## config.mk

```make
export PLATFORM = sky130hd
export DESIGN_NAME = lcd_16x2_controller
export DESIGN_NICKNAME = d
export VERILOG_FILES = /design/src/rtl/lcd_16x2_controller.sv
export SDC_FILE = /design/constraint.sdc
export NUM_CORES = 1
export LEC_CHECK = 0
export CAP_MARGIN = 20
export CORE_MARGIN = 2
export CORE_UTILIZATION = 61
export DETAILED_ROUTE_END_ITERATION = 6
export PLACE_DENSITY_LB_ADDON = 0.15
export SYNTH_ARGS = -nofsm -noshare
export SYNTH_HDL_FRONTEND = slang
export SYNTH_SLANG_ARGS = --single-unit
```

## constraint.sdc

```tcl
create_clock -name clk -period 2.78 [get_ports clk]
set_input_delay 0.556 -clock clk [delete_from_list [all_inputs] [get_ports clk]]
set_output_delay 0.556 -clock clk [all_outputs]
set_load 0.02 [all_outputs]
```

## src/rtl/lcd_16x2_controller.sv

```systemverilog
// lcd_16x2_controller: autonomous write-only HD44780 16x2 driver (8-bit mode).
// Sequence: power-up wait, 4 init commands, line-1 address + 16 chars,
// line-2 address + 16 chars, then DONE.
// Optional macro LCD_REFRESH_EN: DONE waits POWER_UP_TICKS ticks and then
// rewrites both lines forever. The init commands are not repeated.
module lcd_16x2_controller #(
    parameter int COUNT_MAX      = 1000000,
    parameter int POWER_UP_TICKS = 20
) (
    input  logic       clk,
    input  logic       rst_n,
    output logic       rs,
    output logic       ena,
    output logic       rw,
    output logic [7:0] dat
);

    localparam int CNT_W  = $clog2(COUNT_MAX);
    localparam int WAIT_W = $clog2(POWER_UP_TICKS + 1);

    // Leftmost character sits in the most significant byte.
    localparam logic [127:0] LINE1_TEXT = "TAMAGOTCHI GRP01";
    localparam logic [127:0] LINE2_TEXT = "  HOLA MUNDO!   ";

    typedef enum logic [2:0] {
        ST_POWER_UP,
        ST_INIT,
        ST_LINE1_ADDR,
        ST_LINE1,
        ST_LINE2_ADDR,
        ST_LINE2,
        ST_DONE
    } state_e;

    typedef enum logic [1:0] {
        PH_SETUP,
        PH_PULSE,
        PH_HOLD
    } phase_e;

    logic [CNT_W-1:0]  cnt_q;
    logic              tick;
    state_e            state_q, state_d;
    phase_e            phase_q, phase_d;
    logic [WAIT_W-1:0] wait_q, wait_d;
    logic [3:0]        char_q, char_d;
    logic              rs_q, rs_d;
    logic              ena_q, ena_d;
    logic [7:0]        dat_q, dat_d;

    logic              cur_rs;
    logic [7:0]        cur_byte;
    logic              last_byte;
    logic [6:0]        bit_base;
    logic              wait_done;

    assign tick      = (cnt_q == CNT_W'(COUNT_MAX - 1));
    assign wait_done = (wait_q == WAIT_W'(POWER_UP_TICKS - 1));
    // (15 - char) * 8: bit offset of the selected character in the text.
    assign bit_base  = {~char_q, 3'b000};

    // Clock-enable divider: one-cycle tick every COUNT_MAX clocks.
    always_ff @(posedge clk or negedge rst_n) begin
        if (!rst_n) begin
            cnt_q <= '0;
        end else if (tick) begin
            cnt_q <= '0;
        end else begin
            cnt_q <= cnt_q + 1'b1;
        end
    end

    // State register plus registered LCD outputs.
    always_ff @(posedge clk or negedge rst_n) begin
        if (!rst_n) begin
            state_q <= ST_POWER_UP;
            phase_q <= PH_SETUP;
            wait_q  <= '0;
            char_q  <= '0;
            rs_q    <= 1'b0;
            ena_q   <= 1'b0;
            dat_q   <= 8'h00;
        end else begin
            state_q <= state_d;
            phase_q <= phase_d;
            wait_q  <= wait_d;
            char_q  <= char_d;
            rs_q    <= rs_d;
            ena_q   <= ena_d;
            dat_q   <= dat_d;
        end
    end

    // Byte source: which byte/register the current state sends, and whether it is the last one.
    always_comb begin
        cur_rs    = 1'b0;
        cur_byte  = 8'h00;
        last_byte = 1'b1;
        case (state_q)
            ST_INIT: begin
                last_byte = (char_q == 4'd3);
                case (char_q[1:0])
                    2'd0:    cur_byte = 8'h38;
                    2'd1:    cur_byte = 8'h0C;
                    2'd2:    cur_byte = 8'h01;
                    default: cur_byte = 8'h06;
                endcase
            end
            ST_LINE1_ADDR: cur_byte = 8'h80;
            ST_LINE1: begin
                cur_rs    = 1'b1;
                cur_byte  = LINE1_TEXT[bit_base +: 8];
                last_byte = (char_q == 4'd15);
            end
            ST_LINE2_ADDR: cur_byte = 8'hC0;
            ST_LINE2: begin
                cur_rs    = 1'b1;
                cur_byte  = LINE2_TEXT[bit_base +: 8];
                last_byte = (char_q == 4'd15);
            end
            default: ;
        endcase
    end

    // Next-state logic: advances only on tick, three phases per byte.
    always_comb begin
        state_d = state_q;
        phase_d = phase_q;
        wait_d  = wait_q;
        char_d  = char_q;
        if (tick) begin
            case (state_q)
                ST_POWER_UP: begin
                    if (wait_done) begin
                        state_d = ST_INIT;
                        wait_d  = '0;
                    end else begin
                        wait_d = wait_q + 1'b1;
                    end
                end
                ST_DONE: begin
`ifdef LCD_REFRESH_EN
                    if (wait_done) begin
                        state_d = ST_LINE1_ADDR;
                        wait_d  = '0;
                    end else begin
                        wait_d = wait_q + 1'b1;
                    end
`endif
                end
                default: begin
                    case (phase_q)
                        PH_SETUP: phase_d = PH_PULSE;
                        PH_PULSE: phase_d = PH_HOLD;
                        default: begin
                            phase_d = PH_SETUP;
                            if (last_byte) begin
                                char_d = '0;
                                case (state_q)
                                    ST_INIT:       state_d = ST_LINE1_ADDR;
                                    ST_LINE1_ADDR: state_d = ST_LINE1;
                                    ST_LINE1:      state_d = ST_LINE2_ADDR;
                                    ST_LINE2_ADDR: state_d = ST_LINE2;
                                    default:       state_d = ST_DONE;
                                endcase
                            end else begin
                                char_d = char_q + 1'b1;
                            end
                        end
                    endcase
                end
            endcase
        end
    end

    // Output logic: bus loads on SETUP, strobe high on PULSE, low on HOLD; updates only on tick.
    always_comb begin
        rs_d  = rs_q;
        ena_d = ena_q;
        dat_d = dat_q;
        if (tick) begin
            case (state_q)
                ST_POWER_UP: begin
                    rs_d  = 1'b0;
                    ena_d = 1'b0;
                    dat_d = 8'h00;
                end
                ST_DONE: begin
                    rs_d  = 1'b0;
                    ena_d = 1'b0;
                end
                default: begin
                    case (phase_q)
                        PH_SETUP: begin
                            rs_d  = cur_rs;
                            dat_d = cur_byte;
                            ena_d = 1'b0;
                        end
                        PH_PULSE: ena_d = 1'b1;
                        default:  ena_d = 1'b0;
                    endcase
                end
            endcase
        end
    end

    assign rs  = rs_q;
    assign ena = ena_q;
    assign dat = dat_q;
    assign rw  = 1'b0;

endmodule

```

==> impl_metrics.ini, run 1 <==
[finish]
mostFrequentLayoutCells = 44 x dfrtp_1, 23 x nor2_1, 20 x nand3_1
fin_cells = 353
mostFrequentLayoutCell = dfrtp_1
areaGrowthSynthToFinish_pct = 6.91
final_net_count = 317
final_layout_size_suffix_gt1_share_pct = 11.3
finished_cell_area_um2 = 3040
utilization_pct = 68.8
antenna_cells_inserted = 0

[worst_hold_path]
hold_path_class = in -> async

[routing]
dr.pass1.iters = 4
route.vias.total = 2196
route.detailed.wl_per_inst_um = 16.3
post_drt_via_cell_ratio = 6.22
routed_wirelength_um = 5770
detail-route-antenna-nets = 0
remaining_drc_errors = 0
drt_iter0_markers = 218

[clock_network]
cts-root-buf = clkbuf_8
cts-htree-levels = 2
post-cts-setup-buffer-count = 0
cts-root-to-sink-buffers = 2
clock_tree_from_tritoncts = yes
numCtsBuffers = 5
postCtsHoldBufs = 0
clk_latency_ns = 0.30
cts.sinks = 44
cts_resized = 0
clk_pin_slew_ns = 0.08

[synthesis]
yosys_warnings = 0
syn-instance-count = 294
netlist_area_um2 = 2840
yosysSeqAreaShare_pct = 38.7
post_synth.cell_area_avg_um2 = 9.66
synth-seq-cells = 44
synth_edf_count = 0
synthDistinctLibCells = 63
synth_fp_nets = 310
synthFlopType = dfrtp_1
async_flop_share_pct = 100

[timing]
slew_headroom_pct = 53.8
layout_min_cycle_time_ns = 2.29
finalHoldViolations = 0
clock_skew_ns = 0.00775
timing.final.setup_violations = 0
post-route-period-util_pct = 82.2
rsz0062_at_grt = no
fmax_mhz = 438
timing.final.max_slew_violations = 0
tns_ns = 0
transition_at_the_pin_with_the_smallest_max_transition_slack_ns = 0.683

[die]
pin_count = 13
fp.dieH_um = 72.3
initial_utilization_pct = 64.4
num_rows = 24
die_area_um2 = 5220
floorplan.core_area_um2 = 4410
die_w_um = 72.3

[global_route]
wire_length_of_the_first_global_routing_pass_um = 10000
pin_count_of_the_biggest_net_entering_global_routing = 45
globalRouteOverflowTotal = 0
antenna_found_initial = 0
grt_pass1_vias = 2090
global_route.usage.total_pct = 24.3

[worst_setup_path]
worst_setup_path_endpoint = dat[0]$_DFFE_PN0P_
worst-endpoint-required_ns = 3.02
cp-startpoint = state_q[1]$_DFFE_PN0P_
worstPathArrival_ns = 2.52
rr_startpoint = state_q[1]$_DFFE_PN0P_
critical_path.startpoint_type = flop
crit_type = reg -> reg
critical_path.endpoint_type = flop
ff2ff_path_depth = 8
timing.rr.end = dat[0]$_DFFE_PN0P_
critical_path_peak_fanout = 12
worst-r2r-setup-slack_ns = 0.49

[power_and_ir_drop]
static-leakage-power_nw = 1.32
vdd_drop_max_uv = 260
power_density_nw_per_um2 = 345

[place]
placed_cells_incl_taps = 345
detailedPlacementHpwl_um = 4020
routabilityCongestion = 0.930
buffer_ports.inserted = 11
placed_area_um2 = 2940

[outcome]
outcome = completed

[job]
drv.max_cap_violation_count = 0
per-layer routing:
| metal | wire, um | up-vias | track usage, % |
|---|---|---|---|
| li1 | - | 1075 | - |
| met1 | 2930 | 1069 | 35.7 |
| met2 | 2590 | 47 | 37.3 |
| met3 | 207 | 5 | 4.58 |
| met4 | 43 | 0 | 5.87 |
| met5 | 0 | - | 0 |
final cells by class:
cell class	instances	area (um2)
fill	350	1380
clock buffer	5	68.8
multi-input combinational	223	1600
sequential	44	1100
timing repair buffer	15	148
inverter	12	45.0
tap	52	65.1
clock inverter	2	12.5
stage by stage:
step	setup slack [ns]	hold slack, ns	total power, mW
after floorplan	0.694	0.260	0.655
final	0.494	0.163	1.05
after global routing	0.307	0.182	1.08
after global placement	0.605	0.462	0.667
after CTS	0.506	0.457	1.05
after detailed placement	0.528	0.469	0.667
worst min path at each step:
stage / startpoint / end / slack, ns / cells after the start
2_1_floorplan: rst_n / char_q[0]$_DFFE_PN0P_ / 0.26 / 0
3_3_place_gp: cnt_q[0]$_DFF_PN0_ / cnt_q[0]$_DFF_PN0_ / 0.46 / 1
3_5_place_dp: cnt_q[0]$_DFF_PN0_ / cnt_q[0]$_DFF_PN0_ / 0.47 / 1
4_1_cts: rst_n / dat[0]$_DFFE_PN0P_ / 0.46 / 1
5_1_grt: rst_n / char_q[0]$_DFFE_PN0P_ / 0.18 / 1
6_report: rst_n / dat[3]$_DFFE_PN0P_ / 0.16 / 1
worst max-delay path, stage by stage (launching register included):
cell      delay [ns]
dfrtp_1         0.55
nand3b_2        0.31
inv_1           0.17
ha_1            0.24
nor2_1          0.14
a21oi_1         0.05
mux4_2          0.48
o21ai_0         0.16
a22o_1          0.14
cells by family after synthesis:
family	Yosys count	share of synthesized area [%]
flops	44	38.7
compound gates	65	15.9
mux	13	5.77
other cells	1	0.132
buf+inv	27	5.02
xor+xnor	16	4.93
simple gates	114	23.3
fa+ha+maj	14	6.16
sequential cells by signal, indices dropped and copies added (netlist names):
register  cells
cnt_q        20
dat           8
char_q        4
rs            1
wait_q        5
phase_q       2
state_q       3
ena           1
cell usage after synthesis, types with 3 or more instances:
library cell	instances	area (um2)
dfrtp_1	44	1100
nor2_1	23	86.3
nand3_1	20	100
nand2_1	17	63.8
ha_1	14	175
a21oi_1	13	65.1
inv_1	12	45.0
o21ai_0	12	60.1
xnor2_1	9	78.8
nor2b_1	8	50.1
xor2_1	7	61.3
clkbuf_1	6	22.5
nand4_1	6	37.5
o2bb2ai_1	6	52.6
a22o_1	5	43.8
and3_1	5	31.3
mux2_2	5	56.3
nor3_1	5	25.0
and2_1	4	25.0
buf_6	4	45.0
mux2i_1	4	40.0
o21ai_1	4	20.0
and4_1	3	26.3
buf_2	3	15.0
mux2_4	3	45.0
nor4b_1	3	26.3
o211ai_1	3	22.5
report_power, final:
part	switching (mW)	leakage (nW)	internal, mW
registers	0	0.601	0.639
logic	0.0140	0.676	0.00333
clock network	0.220	0.0400	0.170
No activity file was read; power rests on OpenSTA's default activity.
==> run 2, diff against run 1 <==
--- a/config.mk
+++ b/config.mk
@@ -7,7 +7,7 @@
 export LEC_CHECK = 0
 export CAP_MARGIN = 20
 export CORE_MARGIN = 2
-export CORE_UTILIZATION = 61
+export CORE_UTILIZATION = 55
 export DETAILED_ROUTE_END_ITERATION = 6
 export PLACE_DENSITY_LB_ADDON = 0.15
 export SYNTH_ARGS = -nofsm -noshare
==> constraint.sdc (replaced) <==
create_clock -name clk -period 2 [get_ports clk]
set_input_delay 0.4 -clock clk [delete_from_list [all_inputs] [get_ports clk]]
set_output_delay 0.4 -clock clk [all_outputs]
set_load 0.02 [all_outputs]
==> impl_metrics.ini, run 2 (synthesis gave the netlist of run 1 again) <==
[outcome]
outcome = completed

[finish]
antenna_cells_inserted = 0
areaGrowthSynthToFinish_pct = 14.6
mostFrequentLayoutCell = dfrtp_1
final_net_count = 339
largest-register = cnt_q
largest_register_ffs = 20
final_layout_size_suffix_gt1_share_pct = 18.5
mostFrequentLayoutCells = 43 x dfrtp_1, 25 x buf_4, 23 x nor2_1
fin_cells = 394

[routing]
detail-route-antenna-nets = 0
remaining_drc_errors = 0
route.detailed.wl_per_inst_um = 16.1
route.vias.total = 2290
drt_iter0_markers = 171
post_drt_via_cell_ratio = 5.81
routed_wirelength_um = 6350
dr.pass1.iters = 4

[worst_setup_path]
crit_type = reg -> reg
ff2ff_path_depth = 6
sequence_of_cells_on_the_critical_path = nand3b_4, ha_1, or2_2, a221o_1, a221oi_2, o2bb2ai_1
critical_path.endpoint_type = flop
crit_path_max_incr_delay_ns = 0.39
critical_path_peak_fanout = 6
worst-endpoint-required_ns = 2.17
worstPathArrival_ns = 2.12
worst-r2r-setup-slack_ns = 0.05
timing.rr.end = dat[5]$_DFFE_PN0P_
worst-path-stages = 6
crit_path_top_delay_cell = dfrtp_1
critical_path.startpoint_type = flop
cpLargestDelayFamily = compound AO/OA/AOI/OAI gates
rr_startpoint = state_q[1]$_DFFE_PN0P_
critical_path.n_buffers_inverters = 0

[clock_network]
clk_latency_ns = 0.30
numCtsBuffers = 5
cts-root-to-sink-buffers = 2
clock_tree_from_tritoncts = yes
cts.sinks = 44
cts-root-buf = clkbuf_8
clk_pin_slew_ns = 0.08
postCtsHoldBufs = 0
cts-htree-levels = 2

[power_and_ir_drop]
power_density_nw_per_um2 = 454
p_total_mw = 1.48
vdd_drop_max_uv = 460
static-leakage-power_nw = 1.47

[global_route]
pin_count_of_the_biggest_net_entering_global_routing = 30
grt_pass1_vias = 2159
global_route.usage.total_pct = 24.2
wire_length_of_the_first_global_routing_pass_um = 10500
antenna_found_initial = 0
globalRouteOverflowTotal = 0

[timing]
fmax_mhz = 514
clock_skew_ns = 0.0122
layout_min_cycle_time_ns = 1.95
timing.final.max_slew_violations = 0
finalHoldViolations = 0
timing.final.setup_violations = 0
post-route-period-util_pct = 97.3
rsz0062_at_grt = yes
transition_at_the_pin_with_the_smallest_max_transition_slack_ns = 0.689
slew_headroom_pct = 54.0

[place]
buffer_ports.inserted = 11
routabilityCongestion = 0.871
placed_cells_incl_taps = 385
detailedPlacementHpwl_um = 4520

[die]
num_rows = 26
die_area_um2 = 5760
fp.dieH_um = 75.9
initial_utilization_pct = 56.4
floorplan.core_area_um2 = 5040
die_w_um = 75.9
pin_count = 13

[job]
drv.max_cap_violation_count = 0

[worst_hold_path]
hold_path_class = in -> async
run 2: routing by layer:
| layer | global-route usage (%) | vias to the layer above | part of all wire, % |
|---|---|---|---|
| met4 | 6.24 | 0 | 0.94 |
| li1 | - | 1124 | - |
| met3 | 4.10 | 6 | 3.0 |
| met2 | 36.7 | 46 | 46 |
| met5 | 0 | - | 0 |
| met1 | 36.1 | 1114 | 50 |
run 2: worst register-to-register path, stage by stage (launching register included):
cell and delay (ns):
dfrtp_1 0.39, nand3b_4 0.20, ha_1 0.23, or2_2 0.31, a221o_1 0.31, a221oi_2 0.27
o2bb2ai_1 0.11
run 2: worst max-delay path by stage:
stage | startpoint | to
finish | state_q[1]$_DFFE_PN0P_ | dat[5]$_DFFE_PN0P_
global route | state_q[1]$_DFFE_PN0P_ | dat[5]$_DFFE_PN0P_
CTS | state_q[1]$_DFFE_PN0P_ | dat[5]$_DFFE_PN0P_
detailed placement | state_q[1]$_DFFE_PN0P_ | dat[5]$_DFFE_PN0P_
global placement | state_q[1]$_DFFE_PN0P_ | dat[5]$_DFFE_PN0P_
floorplan | state_q[1]$_DFFE_PN0P_ | dat[5]$_DFFE_PN0P_
run 2: power by group:
group	total, mW	internal [mW]	switching (mW)
Sequential	0.889	0.889	0
Combinational	0.0227	0.00322	0.0195
Clock	0.568	0.282	0.286
run 2: what timing repair did:
action,4_1_cts,5_1_grt
gates resized for setup,1,6
buffers inserted,0,1
endpoints found under the setup margin,1,14
pin swaps,0,1
run 2: final cells by class:
class | count | area [um2]
Multi-Input combinational cell | 223 | 1630
Fill cell | 435 | 1790
Tap cell | 70 | 87.6
Sequential cell | 44 | 1100
Clock buffer | 8 | 90.1
Timing Repair Buffer | 37 | 304
Inverter | 12 | 45.0
run 2: stage by stage:
stage | util [%] | setup TNS, ns | hold WS, ns | cell area (um2) | setup WS (ns)
global placement | 62.1 | 0 | 0.455 | 3130 | 0.0488
detailed placement | 62.1 | 0 | 0.470 | 3130 | 0.0311
CTS | 64.0 | 0 | 0.154 | 3230 | 0.0689
floorplan | - | 0 | 0.104 | 2850 | 0.0383
finish | 64.6 | 0 | 0.144 | 3260 | 0.0531
global route | 64.6 | -0.0853 | 0.200 | 3260 | -0.0549
